<file path="config.mk">
export PLATFORM = sky130hd
export DESIGN_NAME = uart_tx_ctrl_flat
export DESIGN_NICKNAME = d
export VERILOG_FILES = /design/src/rtl/uart_tx_ctrl_if.sv /design/src/rtl/uart_tx_ctrl.sv /design/src/flat_wrapper.sv
export SDC_FILE = /design/constraint.sdc
export NUM_CORES = 1
export LEC_CHECK = 0
export ABC_CLOCK_PERIOD_IN_PS = 2800
export CAP_MARGIN = 20
export CORE_MARGIN = 8
export CORE_UTILIZATION = 30
export DETAILED_ROUTE_END_ITERATION = 10
export PLACE_DENSITY = 0.62
export SETUP_SLACK_MARGIN = 0.2
export SYNTH_ARGS = -nofsm -noshare
export SYNTH_HDL_FRONTEND = slang
export SYNTH_SLANG_ARGS = --single-unit
export TNS_END_PERCENT = 20
</file>
<file path="constraint.sdc">
create_clock -name clk -period 2.8 [get_ports clk]
set_clock_uncertainty 0.15 [all_clocks]
set_input_delay 0.56 -clock clk [delete_from_list [all_inputs] [get_ports clk]]
set_output_delay 0.56 -clock clk [all_outputs]
set_load 0.02 [all_outputs]
</file>
<file path="src/rtl/uart_tx_ctrl_if.sv">
// rtl/uart_tx_ctrl_if.sv - parallel request and serial line bundle for uart_tx_ctrl
interface uart_tx_ctrl_if #(
  parameter int DATA_WIDTH = 8
);
  logic [DATA_WIDTH-1:0] P_DATA;
  logic                  Data_Valid;
  logic                  PAR_EN;
  logic                  PAR_TYP;
  logic                  TX_OUT;
  logic                  busy;

  modport master (
    output P_DATA,
    output Data_Valid,
    output PAR_EN,
    output PAR_TYP,
    input  TX_OUT,
    input  busy
  );

  modport slave (
    input  P_DATA,
    input  Data_Valid,
    input  PAR_EN,
    input  PAR_TYP,
    output TX_OUT,
    output busy
  );
endinterface

</file>
<file path="src/rtl/uart_tx_ctrl.sv">
// rtl/uart_tx_ctrl.sv - UART transmitter: start, LSB-first data, optional parity, one stop bit
module uart_tx_ctrl #(
  parameter int DATA_WIDTH = 8
) (
  input  logic          clk,
  input  logic          rst,
  uart_tx_ctrl_if.slave bus
);

  localparam int CW = (DATA_WIDTH > 1) ? $clog2(DATA_WIDTH) : 1;
  localparam logic [CW-1:0] LAST_BIT = CW'(DATA_WIDTH - 1);

  typedef enum logic [2:0] {
    IDLE   = 3'd0,
    START  = 3'd1,
    DATA   = 3'd2,
    PARITY = 3'd3,
    STOP   = 3'd4
  } state_t;

  state_t                state_q, state_d;
  logic [CW-1:0]         bit_cnt_q, bit_cnt_d;
  logic [DATA_WIDTH-1:0] data_q, data_d;
  logic                  par_en_q, par_en_d;
  logic                  par_typ_q, par_typ_d;
  logic                  tx_q, tx_d;
  logic                  busy_q, busy_d;
  logic                  parity_bit;

  // Parity always comes from the latched word so live input changes cannot leak into a frame
  assign parity_bit = (^data_q) ^ par_typ_q;

  // State, latches and both outputs are flops; the output values are chosen from the next state
  always_ff @(posedge clk or negedge rst) begin
    if (!rst) begin
      state_q   <= IDLE;
      bit_cnt_q <= '0;
      data_q    <= '0;
      par_en_q  <= 1'b0;
      par_typ_q <= 1'b0;
      tx_q      <= 1'b1;
      busy_q    <= 1'b0;
    end else begin
      state_q   <= state_d;
      bit_cnt_q <= bit_cnt_d;
      data_q    <= data_d;
      par_en_q  <= par_en_d;
      par_typ_q <= par_typ_d;
      tx_q      <= tx_d;
      busy_q    <= busy_d;
    end
  end

  // Next state, next latched request and the line level to present during the next cycle
  always_comb begin
    state_d   = state_q;
    bit_cnt_d = bit_cnt_q;
    data_d    = data_q;
    par_en_d  = par_en_q;
    par_typ_d = par_typ_q;
    tx_d      = 1'b1;
    busy_d    = 1'b1;
    case (state_q)
      IDLE: begin
        busy_d = 1'b0;
        if (bus.Data_Valid) begin
          data_d    = bus.P_DATA;
          par_en_d  = bus.PAR_EN;
          par_typ_d = bus.PAR_TYP;
          state_d   = START;
          tx_d      = 1'b0;
          busy_d    = 1'b1;
        end
      end
      START: begin
        state_d   = DATA;
        bit_cnt_d = '0;
        tx_d      = data_q[0];
      end
      DATA: begin
        if (bit_cnt_q == LAST_BIT) begin
          bit_cnt_d = '0;
          if (par_en_q) begin
            state_d = PARITY;
            tx_d    = parity_bit;
          end else begin
            state_d = STOP;
            tx_d    = 1'b1;
          end
        end else begin
          bit_cnt_d = bit_cnt_q + CW'(1);
          tx_d      = data_q[bit_cnt_d];
        end
      end
      PARITY: begin
        state_d = STOP;
        tx_d    = 1'b1;
      end
      STOP: begin
        // A request seen on the stop bit chains straight into the next start bit
        if (bus.Data_Valid) begin
          data_d    = bus.P_DATA;
          par_en_d  = bus.PAR_EN;
          par_typ_d = bus.PAR_TYP;
          state_d   = START;
          tx_d      = 1'b0;
        end else begin
          state_d = IDLE;
          busy_d  = 1'b0;
        end
      end
      default: begin
        state_d   = IDLE;
        bit_cnt_d = '0;
        tx_d      = 1'b1;
        busy_d    = 1'b0;
      end
    endcase
  end

  assign bus.TX_OUT = tx_q;
  assign bus.busy   = busy_q;

endmodule
</file>
<file path="src/flat_wrapper.sv">
// flat-port wrapper written by rule: the top's interface ports become plain ports
module uart_tx_ctrl_flat 
#(
  parameter int DATA_WIDTH = 8
)
  (clk, rst, bus_P_DATA, bus_Data_Valid, bus_PAR_EN, bus_PAR_TYP, bus_TX_OUT, bus_busy);
  uart_tx_ctrl_if #(.DATA_WIDTH(DATA_WIDTH)) bus_i ();
  input  logic clk;
  input  logic rst;
  input wire logic [$bits(bus_i.P_DATA)-1:0] bus_P_DATA;
  input wire logic [$bits(bus_i.Data_Valid)-1:0] bus_Data_Valid;
  input wire logic [$bits(bus_i.PAR_EN)-1:0] bus_PAR_EN;
  input wire logic [$bits(bus_i.PAR_TYP)-1:0] bus_PAR_TYP;
  output wire logic [$bits(bus_i.TX_OUT)-1:0] bus_TX_OUT;
  output wire logic [$bits(bus_i.busy)-1:0] bus_busy;
  assign bus_i.P_DATA = bus_P_DATA;
  assign bus_i.Data_Valid = bus_Data_Valid;
  assign bus_i.PAR_EN = bus_PAR_EN;
  assign bus_i.PAR_TYP = bus_PAR_TYP;
  assign bus_TX_OUT = bus_i.TX_OUT;
  assign bus_busy = bus_i.busy;
  uart_tx_ctrl #(.DATA_WIDTH(DATA_WIDTH)) u_core (.clk(clk), .rst(rst), .bus(bus_i));
endmodule
</file>
==> results of run 1 <==
[worst max path at each step]
stage,endpoint,startpoint,slack [ns]
4_1_cts,u_core.bus.TX_OUT,u_core.bit_cnt_q[0],0.47
5_1_grt,u_core.bus.TX_OUT,u_core.bit_cnt_q[0],0.37
3_5_place_dp,u_core.bus.TX_OUT,u_core.bit_cnt_q[0],0.49
3_3_place_gp,u_core.bus.TX_OUT,u_core.bit_cnt_q[0],0.54
6_report,u_core.bus.TX_OUT,u_core.bit_cnt_q[0],0.48
2_1_floorplan,u_core.bus.TX_OUT,u_core.bit_cnt_q[0],0.72
[power groups by stage]
stage / registers (W) / logic [W] / clock network, W
after floorplan: 0.000483 / 0.000511 / 0
after global placement: 0.000528 / 0.000595 / 0
after detailed placement: 0.000530 / 0.000595 / 0
after CTS: 0.000524 / 0.000605 / 0.000141
after global routing: 0.000544 / 0.000663 / 0.000154
final: 0.000521 / 0.000592 / 0.000133
[sequential cells by signal, summed over array words and instances, names as in the netlist]
name,count
u_core.data_q,8
u_core.bit_cnt_q,3
u_core.state_q,3
u_core.bus.TX_OUT,1
u_core.bus.busy,1
u_core.par_en_q,1
u_core.par_typ_q,1
[cell usage after synthesis (2+ instances only)]
master / n / share of area
inv_1: 3 / 0.012
nor2_1: 4 / 0.016
nand2b_1: 3 / 0.020
nand2_1: 6 / 0.023
a21oi_1: 6 / 0.031
mux2_2: 9 / 0.11
nand3_1: 3 / 0.016
dfrtp_1: 17 / 0.44
buf_2: 2 / 0.010
nor3_1: 2 / 0.010
xor2_1: 2 / 0.018
xnor2_1: 3 / 0.027
o21ai_0: 5 / 0.026
ha_1: 2 / 0.026
mux2i_1: 4 / 0.042
[per-stage QoR]
stage               cells  power (W)  utilization  instance area (um2)  hold slack (ns)
CTS                   145   0.001269       0.3836                 1171           0.3985
finish                145   0.001246       0.3836                 1171           0.3896
global route          145   0.001361       0.3836                 1171           0.4256
floorplan              85  0.0009941            -                959.7           0.1144
global placement      141   0.001123       0.3750                 1145           0.3670
detailed placement    141   0.001125       0.3750                 1145           0.3806
[metal layers]
metal | part of all wire | wire (um)
met5 | 0 | 0
met4 | 0.015 | 27
met3 | 0.044 | 76
met2 | 0.46 | 809
met1 | 0.48 | 829
[cell families after synthesis]
kind of cell / synth area share
fa+ha+maj: 0.02607
flops: 0.4707
simple gates: 0.09909
buf+inv: 0.03780
compound gates: 0.1265
mux: 0.1708
xor+xnor: 0.06911
[cell type report]
cell class | count | share of cell area
multi-input combinational | 60 | 0.4028
sequential | 18 | 0.3857
timing repair buffer | 16 | 0.1325
tap | 44 | 0.04701
clock buffer | 4 | 0.02244
inverter | 3 | 0.009615
[worst register-to-register path, delay by kind of cell, from the launching register on]
kind	cells	cell delay, ns
adder cells (fa/ha/maj)	2	0.58
flip-flops	1	0.50
multiplexers	1	0.50
AO/OA/AOI/OAI	2	0.52
==> results.md, run 1 <==
* All-layer global routing usage at 0.07725
* R2r endpoint: u_core.bus.TX_OUT
* Grt ovf at 0
* Met1 Use GR at 0.08421
* Layer with the highest usage: met2
* Row cnt at 20
* Area delta synth->final at 22.03%
* Met2 Use GR at 0.1332
* Dpl ws at 0.4921 ns
* Worst-Margin Slew at 0.4916 ns
* CTS resizes at 0
* Clock share of power at 0.107
* Final Hold Viols at 0
* Clock Tree Buf Depth at 2
* Initial antenna violation count at 0
* Clock transition at path regs at 0.10 ns
* Post-synth ARST share at 1.000
* VDD IR-drop max at 0.4832 mV
* Initial drt markers at 31
* Wire per inst at 12.01 um
* CP required at 2.87 ns
* # diodes at 0
* Total Neg Setup Slack at 0 ns
* Crit end category: flop
* Largest net degree at the start of global routing at 19
* CP Depth at 5
* Top_reg_cell synth: dfrtp_1
* CP max-delay cell: dfrtp_1
* Pins Over Slew Limit at 0
* Hold path startpoint: u_core.state_q[2]
* Hold EP: u_core.state_q[1]
* Setup slack after layout at 0.4817 ns
* Leak pwr at 0.4812 nW
* Data arrival, critical path at about 2.4 ns
* Post-DP HPWL at around 1.3 mm
* Slew margin rel. at 0.6638
* DIE WIDTH at 72.56 um
* R2r setup slk at 0.48 ns
* RePlAce Congestion at roughly 0.86
* Delay-heaviest family, CP: adder cells
* Post-Route WL at 1.742 mm
* EDFF count, synth at 0
* Vias at 669
* Final min period at 2.318 ns
* Vias in the first global route at 694
* Yosys reg bits at 18
* Max_cap viols at 0
* Synth Area per Inst at 11.29 um2
* Outcome: completed
* CP max FO at 8
* Die ar. at 5265 um2
* Setup bufs post-CTS at 0
* Psw at around 0.00045 W
* Register area at roughly 450 um2
* Seq/Total Area, Yosys at 0.4707
* Crit path buf inv count at 0
* Grt met3 use at 0.02066
* Crit start category: flop
* Number of H-tree levels at 1
* Area of the multi-input gates at 471.7 um2
* Max stage delay on crit path at ~0.5 ns
* TritonCTS Buffers at 3
* Fraction of layout cells with a size suffix above 1 at 0.1683
* PwrDens at 1064 nW/um2
* Vias per inst at 4.614
* Syn nets at 100
* Synth Cell Area at 959.7 um2
* Setup violators final at 0
* CTS root buf: clkbuf_4
* Antenna Nets Post-Route at 0
* Initial Utilization at 0.3143
* Total core area at 3053 um2
* Die Ht at 72.56 um
* Int Pwr at 0.0007953 W
* CTS tree: built
* Clock Latency Late Sink at between 0.2 and 0.3 ns
* Max Fclk at 431.4 MHz
* Reg-to-Reg Start: u_core.bit_cnt_q[0]
* Logic pwr share at 0.475
* I/O pins at 15
* Sw frac at 0.3615
* Clk sink count at 18
* Yosys warns at 0
* PortBufs at 14
* Most frequent cells in the layout: dfrtp_1 (17), clkdlybuf4s50_1 (14), mux2_2 (9)
* Crit Path Class: flop to flop
* Detailed-route DRC error count at 0
* Hold bufs inserted after CTS at 0
* First-pass GRT wire length at 3.153 mm
* CP Cell Sequence: ha_1, ha_1, mux4_2, a211o_1, a211oi_2
* Fill count at 318
* Initial DRT Pass Iterations at 3
* Crit-path most repeated cell: ha_1
* Synth Instances at 85
* Commonest non-fill, non-tap cell in the layout: dfrtp_1
* R2R depth at 5
* Nets@finish at 117
* Period utilization at 0.8280
* Sequential power share at 0.418
* Worst hold path type: flop to flop
* WHS Path Cells at 1
* Unrepaired setup endpoints after global routing: no
* Synth unique cells at 29
No activity file was read; power rests on OpenSTA's default activity.
==> run 2, diff against run 1 <==
--- a/config.mk
+++ b/config.mk
@@ -5,12 +5,12 @@
 export SDC_FILE = /design/constraint.sdc
 export NUM_CORES = 1
 export LEC_CHECK = 0
-export ABC_CLOCK_PERIOD_IN_PS = 2800
+export ABC_CLOCK_PERIOD_IN_PS = 2050
 export CAP_MARGIN = 20
 export CORE_MARGIN = 8
 export CORE_UTILIZATION = 30
 export DETAILED_ROUTE_END_ITERATION = 10
-export PLACE_DENSITY = 0.62
+export PLACE_DENSITY = 0.63
 export SETUP_SLACK_MARGIN = 0.2
 export SYNTH_ARGS = -nofsm -noshare
 export SYNTH_HDL_FRONTEND = slang
==> constraint.sdc (replaced) <==
create_clock -name clk -period 2.05 [get_ports clk]
set_clock_uncertainty 0.15 [all_clocks]
set_input_delay 0.41 -clock clk [delete_from_list [all_inputs] [get_ports clk]]
set_output_delay 0.41 -clock clk [all_outputs]
set_load 0.02 [all_outputs]
==> run 2 against run 1 <==
Compared with the run above:
- the run now ends with negative setup slack left
- register-to-register slack worse by 0.50 ns
- sequential share of layout area is 1.7 points lower
- cell count is 2.8% higher
- utilization is 1.8 points higher
- clock-buffer cell count stayed put
==> results.md, run 2 (synthesis gave the netlist of run 1 again) <==
* Worst hold path type: input port to asynchronous set/reset pin
* Crit path buf inv count at 0
* All-layer global routing usage at 0.07922
* Number of H-tree levels at 1
* Fill count at 324
* Initial DRT Pass Iterations at 4
* Period utilization at 1.011
* Row cnt at 20
* Crit-path most repeated cell: ha_4
* Clock Latency Late Sink at approximately 0.29 ns
* Initial drt markers at just over 40
* Outcome: finished, violations left
* First-pass GRT wire length at about 3.3 mm
* Inst Count DP at 144
* Fraction of layout cells with a size suffix above 1 at 0.2190
* Clk sink count at 18
* Unrepaired setup endpoints after global routing: yes
* Dpl ws at -0.001595 ns
* I/O pins at 15
* Nets@finish at 121
* Total Neg Setup Slack at -0.02281 ns
* PortBufs at 14
* Initial antenna violation count at 0
* Post-DP HPWL at around 1.5 mm
* Vias at 715
* Clock Tree Buf Depth at 2
* Detailed-route DRC error count at 0
* Commonest non-fill, non-tap cell in the layout: dfrtp_1
* Failing checks: negative setup slack
* Wire per inst at 13.16 um
* Grt ovf at 0
* R2R depth at 5
* CTS tree: built
* Delay-heaviest family, CP: multiplexers
* Max_cap viols at 0
* Area delta synth->final at 27.64%
* Largest net degree at the start of global routing at 15
* R2r endpoint: u_core.bus.TX_OUT
* M1 WL at 874 um
* Logic pwr share at 0.526
* Die ar. at approximately 5300 um2
* TritonCTS Buffers at 3
* Top sig layer: met4
* DIE WIDTH at approximately 73 um
* Top reg by flops: u_core.data_q
* Cell Count, Final, Fillers Out at 149
* Int Pwr at ~0.0011 W
* Metal2 WL at 1.006 mm
* # diodes at 0
* R2r setup slk at -0.02 ns
* Hold bufs inserted after CTS at 0
* Slew margin rel. at 0.6672
* Post-Route WL at 1.961 mm
* Initial Utilization at 0.3143
* Crit Path Class: flop to flop
* Setup slack after layout at -0.02281 ns
* Sw frac at 0.3665
* Clock transition at path regs at 0.11 ns
* Pins Over Slew Limit at 0
* Total core area at about 3100 um2
* VDD IR-drop max at 0.5787 mV
* Setup violators final at 1
* Worst-Margin Slew at 0.4866 ns
* Final Hold Viols at 0
* CP max-delay cell: mux4_2
* Max reg flops at 8
* CP Cell Sequence: ha_4, ha_4, mux4_2, a211o_1, a211oi_2
* Clock share of power at 0.102
* Reg-to-Reg Start: u_core.bit_cnt_q[0]
* RePlAce Congestion at a little over 0.8
* PwrDens at 1469 nW/um2
* Die Ht at 72.56 um
* Antenna Nets Post-Route at 0
* Final min period at 2.073 ns
* Max stage delay on crit path at 0.49 ns
* Sequential power share at 0.372
* WL met3 at 68 um
* Largest regs: u_core.data_q (8), u_core.bit_cnt_q (3), u_core.state_q (3)
* Crit start category: flop
* Data arrival, critical path at about 2.1 ns
* Vias per inst at 4.799
* Most frequent cells in the layout: dfrtp_1 (17), clkdlybuf4s50_1 (13), mux2_2 (9)
* Psw at 0.0006593 W
* CTS root buf: clkbuf_4
* Leak pwr at 0.4982 nW
* Crit end category: flop
* CP max FO at 2
* Max Fclk at 482.4 MHz
* CP required at 2.11 ns
* Vias in the first global route at roughly 760
==> run 2: cell count changes in the layout (fill, tap and decap cells not counted), sizes merged <==
cell           before  now
buf                 2    6
clkdlybuf4s50      14   13
dlygate4sd2         0    1
==> run 2: power by group through the flow <==
stage | Clock, W | Combinational, W | Sequential [W]
after global routing | 0.000206 | 0.00104 | 0.000694
after CTS | 0.000192 | 0.000941 | 0.000668
final | 0.000184 | 0.000946 | 0.000668
after detailed placement | 0 | 0.000932 | 0.000677
after floorplan | 0 | 0.000711 | 0.000665
after global placement | 0 | 0.000921 | 0.000670
==> run 2: routing by layer <==
layer,global-route usage,up-vias
met5,0,-
met4,0.04000,0
met1,0.08819,354
li1,-,345
met2,0.1372,14
met3,0.01791,2
==> run 2: timing repair <==
item,4_1_cts,5_1_grt
setup buffers,1,0
endpoints found under the setup margin,2,1
cloned,0,0
gates resized for setup,1,1
==> run 2: cell type report <==
class	count	area, um2	share of cell area
well taps	44	55.05	0.04494
inverters	3	11.26	0.009193
flip-flops and latches	18	451.7	0.3687
clock buffers	4	26.28	0.02145
multi-input cells	60	496.7	0.4055
repair buffers	20	183.9	0.1502
==> run 2: how the worst max path moves through the flow <==
stage | start | slack (ns) | depth (start not counted) | endpoint
6_report | u_core.bit_cnt_q[0] | -0.02 | 5 | u_core.bus.TX_OUT
2_1_floorplan | u_core.bit_cnt_q[1] | 0.08 | 5 | u_core.bus.TX_OUT
3_5_place_dp | u_core.bit_cnt_q[1] | -0.002 | 5 | u_core.bus.TX_OUT
5_1_grt | u_core.bit_cnt_q[0] | -0.1 | 5 | u_core.bus.TX_OUT
4_1_cts | u_core.bit_cnt_q[0] | -0.04 | 5 | u_core.bus.TX_OUT
3_3_place_gp | u_core.bit_cnt_q[1] | 0.05 | 5 | u_core.bus.TX_OUT
==> run 2: stage by stage <==
| step | cell area, um2 | utilization | hold slack [ns] | power [W] |
|---|---|---|---|---|
| floorplan | 974.7 | - | -0.03559 | 0.001376 |
| global placement | 1182 | 0.3873 | 0.3672 | 0.001592 |
| detailed placement | 1182 | 0.3873 | 0.3766 | 0.001609 |
| CTS | 1215 | 0.3980 | 0.2374 | 0.001801 |
| global route | 1225 | 0.4012 | 0.2542 | 0.001942 |
| finish | 1225 | 0.4012 | 0.2296 | 0.001799 |
